File: config.mk
export PLATFORM = sky130hd
export DESIGN_NAME = matriz_feeder
export DESIGN_NICKNAME = d
export VERILOG_FILES = /design/src/rtl/matriz_feeder.sv
export SDC_FILE = /design/constraint.sdc
export NUM_CORES = 1
export LEC_CHECK = 0
export CAP_MARGIN = 20
export CORE_UTILIZATION = 33
export CTS_CLUSTER_DIAMETER = 120
export DETAILED_ROUTE_END_ITERATION = 8
export PLACE_DENSITY = 0.5
export SLEW_MARGIN = 20
export SYNTH_ARGS = -nofsm -noshare
export SYNTH_HDL_FRONTEND = slang
export SYNTH_SLANG_ARGS = --single-unit
File: constraint.sdc
create_clock -name clk -period 9.5 [get_ports clk]
set_input_delay 1.425 -clock clk [delete_from_list [all_inputs] [get_ports clk]]
set_output_delay 1.425 -clock clk [all_outputs]
set_load 0.1 [all_outputs]
File: src/rtl/matriz_feeder.sv
// Sequencer/collector for a 4-element systolic ring computing y = A*x on a 4x4 matrix.
// Optional sticky dropped-write flag `wr_err` is built when MATRIZ_FEEDER_WRERR_EN is defined.
module matriz_feeder #(
  parameter int W     = 16,
  parameter int DRAIN = 1
) (
  input  logic         clk,
  input  logic         reset,
  input  logic         wr_en,
  input  logic [4:0]   wr_addr,
  input  logic [W-1:0] wr_data,
  input  logic         start,
  output logic         busy,
  output logic         done,
  output logic         ring_load,
`ifdef MATRIZ_FEEDER_WRERR_EN
  output logic         wr_err,
`endif
  output logic [W-1:0] x1,
  output logic [W-1:0] x2,
  output logic [W-1:0] x3,
  output logic [W-1:0] x4,
  output logic [W-1:0] a1,
  output logic [W-1:0] a2,
  output logic [W-1:0] a3,
  output logic [W-1:0] a4,
  input  logic [W-1:0] y1,
  input  logic [W-1:0] y2,
  input  logic [W-1:0] y3,
  input  logic [W-1:0] y4,
  output logic [W-1:0] res1,
  output logic [W-1:0] res2,
  output logic [W-1:0] res3,
  output logic [W-1:0] res4
);

  typedef enum logic [2:0] {S_IDLE, S_LOAD, S_RUN, S_DRAIN, S_DONE} state_e;

  localparam logic [2:0] DrainLast = (DRAIN == 0) ? 3'd0 : 3'(DRAIN - 1);

  state_e       state_q, state_d;
  logic [1:0]   step_q, step_d;
  logic [2:0]   drain_q, drain_d;

  logic [W-1:0] mat_q [16];
  logic [W-1:0] vec_q [4];
  logic [W-1:0] a_q [4];
  logic [W-1:0] a_d [4];
  logic [W-1:0] res_q [4];
  logic         busy_q, busy_d;
  logic         done_q, done_d;
  logic         load_q, load_d;

  always_ff @(posedge clk) begin
    if (!reset) begin
      state_q <= S_IDLE;
      step_q  <= 2'd0;
      drain_q <= 3'd0;
    end else begin
      state_q <= state_d;
      step_q  <= step_d;
      drain_q <= drain_d;
    end
  end

  always_comb begin
    state_d = state_q;
    step_d  = step_q;
    drain_d = drain_q;
    case (state_q)
      S_IDLE:  if (start) state_d = S_LOAD;
      S_LOAD: begin
        state_d = S_RUN;
        step_d  = 2'd0;
      end
      S_RUN: begin
        step_d = step_q + 2'd1;
        if (step_q == 2'd3) begin
          state_d = (DRAIN == 0) ? S_DONE : S_DRAIN;
          drain_d = 3'd0;
        end
      end
      S_DRAIN: begin
        drain_d = drain_q + 3'd1;
        if (drain_q == DrainLast) state_d = S_DONE;
      end
      S_DONE:  state_d = S_IDLE;
      default: state_d = S_IDLE;
    endcase
  end

  // Outputs are decoded from the next state so the flops below present them
  // in the same cycle the FSM occupies that state.
  always_comb begin
    busy_d = (state_d != S_IDLE);
    load_d = (state_d == S_LOAD);
    done_d = (state_d == S_DONE);
    for (int k = 0; k < 4; k++) begin
      a_d[k] = '0;
      if (state_d == S_RUN) a_d[k] = mat_q[{2'(k), 2'(2'(k) - step_d)}];
    end
  end

  always_ff @(posedge clk) begin
    if (!reset) begin
      busy_q <= 1'b0;
      done_q <= 1'b0;
      load_q <= 1'b0;
      for (int k = 0; k < 4; k++) begin
        a_q[k]   <= '0;
        res_q[k] <= '0;
      end
    end else begin
      busy_q <= busy_d;
      done_q <= done_d;
      load_q <= load_d;
      for (int k = 0; k < 4; k++) a_q[k] <= a_d[k];
      if (state_d == S_DONE) begin
        res_q[0] <= y1;
        res_q[1] <= y2;
        res_q[2] <= y3;
        res_q[3] <= y4;
      end
    end
  end

  // Host storage only accepts writes while idle; addresses 20..31 fall through.
  always_ff @(posedge clk) begin
    if (!reset) begin
      for (int i = 0; i < 16; i++) mat_q[i] <= '0;
      for (int i = 0; i < 4; i++)  vec_q[i] <= '0;
    end else if (wr_en && state_q == S_IDLE) begin
      if (!wr_addr[4])                 mat_q[wr_addr[3:0]] <= wr_data;
      else if (wr_addr[3:2] == 2'b00)  vec_q[wr_addr[1:0]] <= wr_data;
    end
  end

`ifdef MATRIZ_FEEDER_WRERR_EN
  logic err_q;

  always_ff @(posedge clk) begin
    if (!reset)                                   err_q <= 1'b0;
    else if (wr_en && state_q != S_IDLE)          err_q <= 1'b1;
    else if (wr_en && wr_addr == 5'd31)           err_q <= 1'b0;
  end

  assign wr_err = err_q;
`endif

  assign busy      = busy_q;
  assign done      = done_q;
  assign ring_load = load_q;
  assign x1   = vec_q[0];
  assign x2   = vec_q[1];
  assign x3   = vec_q[2];
  assign x4   = vec_q[3];
  assign a1   = a_q[0];
  assign a2   = a_q[1];
  assign a3   = a_q[2];
  assign a4   = a_q[3];
  assign res1 = res_q[0];
  assign res2 = res_q[1];
  assign res3 = res_q[2];
  assign res4 = res_q[3];

endmodule

==> run metrics, run 1 <==
cell leakage power 9.064 nW; pin count of the biggest net entering global routing 129; Crit Reg-Reg Startpoint step_q[0]; Yosys Warn Count 0; Layout area overhead 24.93%; Slew headroom 0.2378; synth unique cells 47; Routed wire per std cell 22.40 um; first-pass GRT wire length 100.5 mm; Yosys top cell by area edfxtp_1; full die area 65480 um^2; share of layout cells above drive strength 1 0.06695; status finished, final reports clean; clk_lat worst skew 600 ps; Hold Path End drain_q[0]; clock buffer depth 3; Cells after DPL 2882; DRC viols 0; Antenna Nets Post-Route 0; Design Power 5.159 mW; RSZ-0062 raised after global routing no; vias in the first global route 15120; synth top area cells edfxtp_1, dfxtp_1, mux2i_1; top cell type's share of synthesized area 0.5421; reg2reg end a_q[0][14]; Largest delay share family, worst path buffers and inverters; Placement Cell Area 24760 um^2; port bufs 283; Post-CTS Resized 0; nature of the critical path endpoint output port; clock transition at the registers of the reported paths 60 ps; DR pass1 iterations 6; power per cell area 194.1 nW/um^2; Hold Vio Cnt, Final 0; Fin Setup TNS 0 ps; CP max stage delay 1170 ps; DIE HEIGHT 255.9 um; number of synthesized register bits 459; Worst Path Required 8080 ps; Max Cap Viol 0; number of flops mapped to enable cells by yosys 384; number of I/O pins 284; # Post-CTS Setup Buffers 0; fin nets 2183; critical path type register to output port; DR vias/cell 5.178; DP HPWL 40.27 mm; GRT Overall Usage 0.2010; actual slew at the worst max-slew pin 1140 ps; register area share after synthesis 0.6127; pre-CTS WS 5314 ps; final worst-path setup slack 5887 ps; Final Max Slew Viols 0; CP bufs+invs 1; cts hold-fix bufs 0; Core ar. 63430 um^2; mapped cell area 21270 um^2; maximum clock frequency 0.2768 GHz; minimum clock period 3613 ps; Routed Wire Length 66.85 mm; Layout Cells excl Fill 2985; final setup fails 0; syn nets 1978; worst hold-check path type register to register; VDD IR max 0.0001442 V; drt initial violations 1313; Critical Path Fanout Max 1; FF-to-FF path depth 6; CP startpoint kind register; grt ovf 0; post-synthesis cell count 1886; syn avg cell area 11.28 um^2; final core utilization 0.4190; Cell Rows 92; Post-synth ARST share 0; CTS tree built; Reg2Reg Setup Slack 5930 ps; Sink Count 459; CP Cell Sequence clkdlybuf4s50_1; slowest cell on the critical path clkdlybuf4s50_1; placer congestion estimate 0.8266; total CTS buffers 53; antenna violations before repair 5; Starting Density 0.3354; Root Buffer clkbuf_16; final period utilization 0.3803; Via Count 15460; Finished Cell Area 26580 um^2; critical path arrival 2190 ps; prevailing post-synth register cell edfxtp_1; Die Span X 255.9 um; worst clock skew 29.38 ps; H-tree lvl count 2; Fin Hold WS 555.0 ps; HP Start drain_q[0]; Hold Path Depth 2
==> worst max-delay path by stage <==
stage                from     endpoint  cells after the start
6_report        a_q[3][9]        a4[9]                      1
3_5_place_dp        wr_en  mat_q[3][6]                      6
4_1_cts         a_q[3][9]        a4[9]                      1
5_1_grt         step_q[0]   a_q[0][11]                      6
2_1_floorplan  state_q[2]  res_q[0][0]                      4
3_3_place_gp        wr_en  mat_q[3][9]                      6
==> cells by family after synthesis <==
| family | synth area share |
|---|---|
| xor gates and xnor gates | 0.0008236 |
| and+or+nand+nor | 0.1412 |
| DFF | 0.6127 |
| AOI/OAI and AO/OA | 0.1235 |
| buffers and inverters | 0.05982 |
| adders and majority gates | 0.001765 |
| muxes | 0.06023 |
==> Yosys cell counts (all sizes together), types with 67 or more instances <==
cell type,instances
a21oi,67
nor2,235
clkbuf,71
dfxtp,75
o31ai,129
and2,166
edfxtp,384
inv,133
o2111ai,128
nand2,202
mux2i,128
buf,100
==> cells in the final DEF (no fill, tap or decap), types with 4 or more instances in the layout <==
cell and n:
a21oi_1 67, and2_1 165, buf_4 36, bufinv_16 8
clkbuf_1 10, clkbuf_16 54, clkdlybuf4s50_1 282, clkinv_1 15
clkinv_2 6, dfxtp_1 73, edfxtp_1 384, inv_1 133
mux2i_1 128, nand2_1 201, nand2b_1 4, nor2_1 231
nor2b_1 8, o2111ai_1 128, o21ai_1 17, o31ai_1 128
==> layer usage <==
| metal | global-route usage | up-vias | share of wire |
|---|---|---|---|
| met4 | 0.04541 | 0 | 0.017 |
| met1 | 0.2783 | 7644 | 0.44 |
| met2 | 0.3153 | 553 | 0.46 |
| met5 | 0 | - | 0 |
| li1 | - | 7180 | - |
| met3 | 0.05090 | 79 | 0.079 |
==> state kept, by name (all words and copies together) (netlist names) <==
name       flops
step_q         2
vec_q         64
done           1
mat_q        256
drain_q        3
ring_load      1
state_q        3
res_q         64
busy           1
a_q           64
==> cell type report <==
cell class                 instances  area [um^2]
fill                            5891        36850
clock inverter                    33        380.4
sequential                       459        13040
antenna                            3        7.507
tap                              846         1059
inverter                         133        499.2
clock buffer                      67         1430
multi-input combinational       1123         7022
timing repair buffer             321         3138
==> report_power, final <==
| group | internal [mW] | switching (mW) | total, mW |
|---|---|---|---|
| clock network | 1.28 | 0.851 | 2.13 |
| logic | 0.192 | 0.534 | 0.726 |
| registers | 2.25 | 0.0457 | 2.30 |
| total | 3.73 | 1.43 | 5.16 |
Note: power is estimated with default switching activity, not from simulation.
==> run 2: changes to the inputs <==
Clock period 9.5 ns to 3.4 ns, I/O delays scaled along.
==> run 2 against run 1 <==
Against the previous run: worst setup slack lost 5200 ps; non-clock buffer count grew 30; global-route usage grew 0.56 points; clock skew shrank 8.5 ps; critical endpoint is now a_q[3][7]; core utilization grew 0.36 points; critical path type is now register to register.
==> run metrics, run 2 (synthesis results as in run 1) <==
status finished, final reports clean; clock transition at the registers of the reported paths 60 ps (about the same); Hold Path Depth 2 (unchanged); maximum clock frequency 0.3633 GHz; vias in the first global route 15560 (+2.9%); clock buffer depth 3 (unchanged); clk_lat worst skew 610 ps (about the same); Layout area overhead 26.02%; Sw Share 0.2828 (+0.005551); H-tree lvl count 2 (unchanged); Max Cap Viol 0 (unchanged); final period utilization 0.8097; DRC viols 0 (unchanged); # Post-CTS Setup Buffers 0 (unchanged); drt initial violations 1180 (-10%); NetSw 3.997 mW (+180%); clock network fraction of design power 0.397 (-0.016); cell leakage power 9.205 nW (+1.6%); Finished Cell Area 26810 um^2 (+0.87%); CP Depth 6 (+5); cts hold-fix bufs 0 (unchanged); antenna cells 0 (-3); most frequent cells in the layout edfxtp_1, clkdlybuf4s50_1, nor2_1; VDD IR max 0.0003711 V (+160%); worst clock skew 20.91 ps (-8.473 ps); Routed wire per std cell 22.96 um (+2.5%); Placement Cell Area 25090 um^2 (+1.3%); nature of the critical path endpoint register; grt ovf 0 (unchanged); Antenna Nets Post-Route 0 (unchanged); Fin Hold WS 351.7 ps (-203.3 ps); placer congestion estimate 0.7912 (-4.3%); total CTS buffers 53 (unchanged); Sink Count 459 (unchanged); DR vias/cell 5.207 (+0.55%); Layout Cells excl Fill 3011 (+0.87%); FILL cells 5953 (+1.1%); port bufs 283 (unchanged); first-pass GRT wire length 102.7 mm (+2.2%); DIE HEIGHT 255.9 um (unchanged); Cells after DPL 2911 (+1.0%); internal power 10.14 mW (+170%); full die area 65480 um^2 (unchanged); antenna violations before repair 5 (unchanged); Fin Setup TNS 0 ps (unchanged); Die Span X 255.9 um (unchanged); minimum clock period 2753 ps; fin nets 2213 (+1.4%); share of layout cells above drive strength 1 0.08037 (+0.01342); pin count of the biggest net entering global routing 129 (unchanged); Final Max Slew Viols 0 (unchanged); Routed Wire Length 69.13 mm (+3.4%); final setup fails 0 (unchanged); Comb pwr share 0.149 (+0.008); Hold Vio Cnt, Final 0 (unchanged); most common cell after layout, fill and taps aside edfxtp_1; Largest register FFs 256 (unchanged); pre-CTS WS 577.7 ps (-4736 ps); final core utilization 0.4226 (+0.003630); Core ar. 63430 um^2 (unchanged); CP max stage delay 810 ps (-360 ps); Via Count 15680 (+1.4%); CP startpoint kind register; Design Power 14.13 mW (+170%); worst hold-check path type input port to register; Largest delay share family, worst path compound AO/OA/AOI/OAI gates; DP HPWL 41.73 mm (+3.6%); Cell Rows 92 (unchanged); power per cell area 527.2 nW/um^2 (+170%); CP bufs+invs 2 (+1); Critical Path Fanout Max 48 (+47); FF-to-FF path depth 6 (unchanged); CP Cell Sequence a21oi_1 > o22ai_4 > buf_12 > buf_12 > o2111ai_1 > a21oi_1; number of I/O pins 284 (unchanged); Flop pwr share 0.454 (+0.008); Root Buffer clkbuf_16; slowest cell on the critical path dfxtp_1; DR pass1 iterations 5 (-1); Starting Density 0.3354 (unchanged); Post-CTS Resized 0 (unchanged); final worst-path setup slack 647.2 ps (-5240 ps); Slew headroom 0.2884 (+0.05064); critical path arrival 3290 ps (+1100 ps); RSZ-0062 raised after global routing no; Worst Path Required 3940 ps (-4140 ps); CTS tree built; Reg with most FFs mat_q; critical path type register to register; actual slew at the worst max-slew pin 1064 ps (-75.73 ps); GRT Overall Usage 0.2065 (+0.005561)
-- run 2: worst paths after layout --
kind	startpoint	endpoint	slack, ps
hold / removal	reset	step_q[0]	350
hold reg to reg	drain_q[1]	drain_q[1]	550
setup / recovery	state_q[0]	a_q[3][7]	650
setup reg to reg	state_q[0]	a_q[3][7]	650
-- run 2: worst reg2reg max path: cells and delay by family (launching register included) --
| kind | cells | cell delay (ps) |
|---|---|---|
| compound gates | 4 | 1330 |
| buf+inv | 2 | 560 |
| flops | 1 | 810 |
-- run 2: routing by layer --
layer	share of wire	vias to the layer above	GRT usage
li1	-	7235	-
met1	0.44	7841	0.2777
met2	0.47	497	0.3338
met3	0.066	100	0.04496
met4	0.023	4	0.05905
met5	0.00030	-	0
-- run 2: power by group through the flow --
stage	clock (mW)	combinational [mW]	sequential, mW
global placement	0	2.08	6.53
floorplan	0	0.717	7.23
detailed placement	0	2.10	6.54
global route	5.92	2.20	6.44
finish	5.61	2.10	6.42
CTS	5.72	2.11	6.42
-- run 2: cell type report --
cell class	count	area, um^2	share of cell area
Clock buffer	71	1434	0.05349
Sequential cell	459	13040	0.4865
Inverter	133	499.2	0.01862
Multi-Input combinational cell	1123	7019	0.2619
Timing Repair Buffer	351	3498	0.1305
Clock inverter	28	256.5	0.009569
Tap cell	846	1059	0.03949
==> run 3: changes to the inputs <==
Clock period 3.4 ns to 2.9 ns, I/O delays scaled along.
==> run 3 against run 2 <==
Against the previous run: wire length down 1.0%; non-clock buffer count rose by 19; global-route usage down 0.22 points; largest power group unchanged; sequential share of layout area grew 0.55 points; die area did not move; maximum frequency rose by 11%; via count decreased by 0.41%; critical path depth did not move; power up 17%.
==> run metrics, run 3 (synthesis results as in run 1) <==
clock transition at the registers of the reported paths 60 ps (about the same); most frequent cells in the layout edfxtp_1, buf_4, nor2_1; critical path type register to register; Routed Wire Length 68.42 mm (-1.0%); power per cell area 624.7 nW/um^2 (+18%); DR pass1 iterations 5 (unchanged); Via Count 15610 (-0.41%); DRC viols 0 (unchanged); Core ar. 63430 um^2 (unchanged); Hold Vio Cnt, Final 0 (unchanged); status finished, final reports clean; Sink Count 459 (unchanged); VDD IR max 0.0003868 V (+4.2%); DIE HEIGHT 255.9 um (unchanged); maximum clock frequency 0.4030 GHz (+11%); drt initial violations 1195 (+1.3%); Root Buffer clkbuf_16; # Post-CTS Setup Buffers 0 (unchanged); worst hold-check path type input port to register; final setup fails 0 (unchanged); pin count of the biggest net entering global routing 78 (-40%); fin nets 2232 (+0.86%); CP startpoint kind register; RSZ-0062 raised after global routing no; most common cell after layout, fill and taps aside edfxtp_1; worst clock skew 20.15 ps (-0.7555 ps); number of I/O pins 284 (unchanged); grt ovf 0 (unchanged); DR vias/cell 5.156 (-0.97%); Layout area overhead 24.62%; Cell Rows 92 (unchanged); antenna violations before repair 3 (-2); Cells after DPL 2931 (+0.69%); critical path arrival 2940 ps (-350 ps); Reg with most FFs mat_q; Max Cap Viol 0 (unchanged); pre-CTS WS 75.97 ps (-501.8 ps); Layout Cells excl Fill 3028 (+0.56%); final period utilization 0.8556 (+0.04593); total CTS buffers 53 (unchanged); vias in the first global route 15420 (-0.91%); GRT Overall Usage 0.2044 (-0.002161); cell leakage power 9.591 nW (+4.2%); final worst-path setup slack 418.8 ps (-228.4 ps); minimum clock period 2481 ps (-271.6 ps); Largest register FFs 256 (unchanged); Starting Density 0.3354 (unchanged); actual slew at the worst max-slew pin 977.3 ps (-86.78 ps); full die area 65480 um^2 (unchanged); port bufs 283 (unchanged); Routed wire per std cell 22.59 um (-1.6%); Slew headroom 0.3485 (+0.06008); DP HPWL 42.40 mm (+1.6%); cts hold-fix bufs 0 (unchanged); Worst Path Required 3360 ps (-580 ps); Final Max Slew Viols 0 (unchanged); CTS tree built; first-pass GRT wire length 101.7 mm (-1.0%); nature of the critical path endpoint register; H-tree lvl count 2 (unchanged); Post-CTS Resized 0 (unchanged); Critical Path Fanout Max 51 (+6.3%); Antenna Nets Post-Route 0 (unchanged); clock buffer depth 3 (unchanged); Die Span X 255.9 um (unchanged); Design Power 16.56 mW (+17%); placer congestion estimate 0.8086 (+2.2%); final core utilization 0.4179 (-0.004695); clk_lat worst skew 610 ps (about the same); Fin Hold WS 168.9 ps (-182.8 ps); share of layout cells above drive strength 1 0.1797 (+0.09936)
[run 3: cell count changes in the layout (fill, tap and decap cells not counted), sizes merged, moves of 3 or more]
cell and change:
clkinvlp +3, clkinv -4, buf +210, clkdlybuf4s50 -191
[run 3: routing by layer]
metal | global-route usage | wire length [um] | vias up
met5 | 0 | 12 | -
met4 | 0.06470 | 1719 | 2
met3 | 0.04912 | 5180 | 94
met2 | 0.3318 | 32300 | 525
met1 | 0.2681 | 29200 | 7730
li1 | - | - | 7261
[run 3: path summary, 6_finish.rpt]
kind / endpoint / slack, ps / depth (start not counted) / start
max reg2reg: a_q[3][3] / 420 / 6 / step_q[0]
min: state_q[0] / 170 / 2 / reset
max: a_q[3][3] / 420 / 6 / step_q[0]
min reg2reg: drain_q[0] / 560 / 2 / drain_q[0]
[run 3: critical path, cell delays in order, from the launching register on]
cell	delay [ps]
dfxtp_4	390
buf_4	410
nor3b_2	380
buf_4	630
o31ai_1	150
o2111ai_1	190
a21oi_1	160
[run 3: area by class of cell]
cell class	count	area, um^2
fillers	6034	36920
flip-flops and latches	459	13040
multi-input cells	1123	7022
repair buffers	370	3193
clock buffers	70	1440
well taps	846	1059
inverters	133	499.2
clock inverters	26	252.7
diodes	1	2.502
[run 3: where the power goes]
| part | leakage (nW) | total (mW) | internal, mW | switching, mW |
|---|---|---|---|---|
| sequential | 4.58 | 7.51 | 7.38 | 0.127 |
| combinational | 4.19 | 2.46 | 0.656 | 1.81 |
| clock | 0.818 | 6.58 | 3.84 | 2.74 |
[run 3: through the flow]
stage / cell area, um^2 / TNS, ps
floorplan: 21300 / -1618
global placement: 24810 / 0
detailed placement: 24810 / 0
CTS: 26500 / 0
global route: 26510 / 0
finish: 26510 / 0
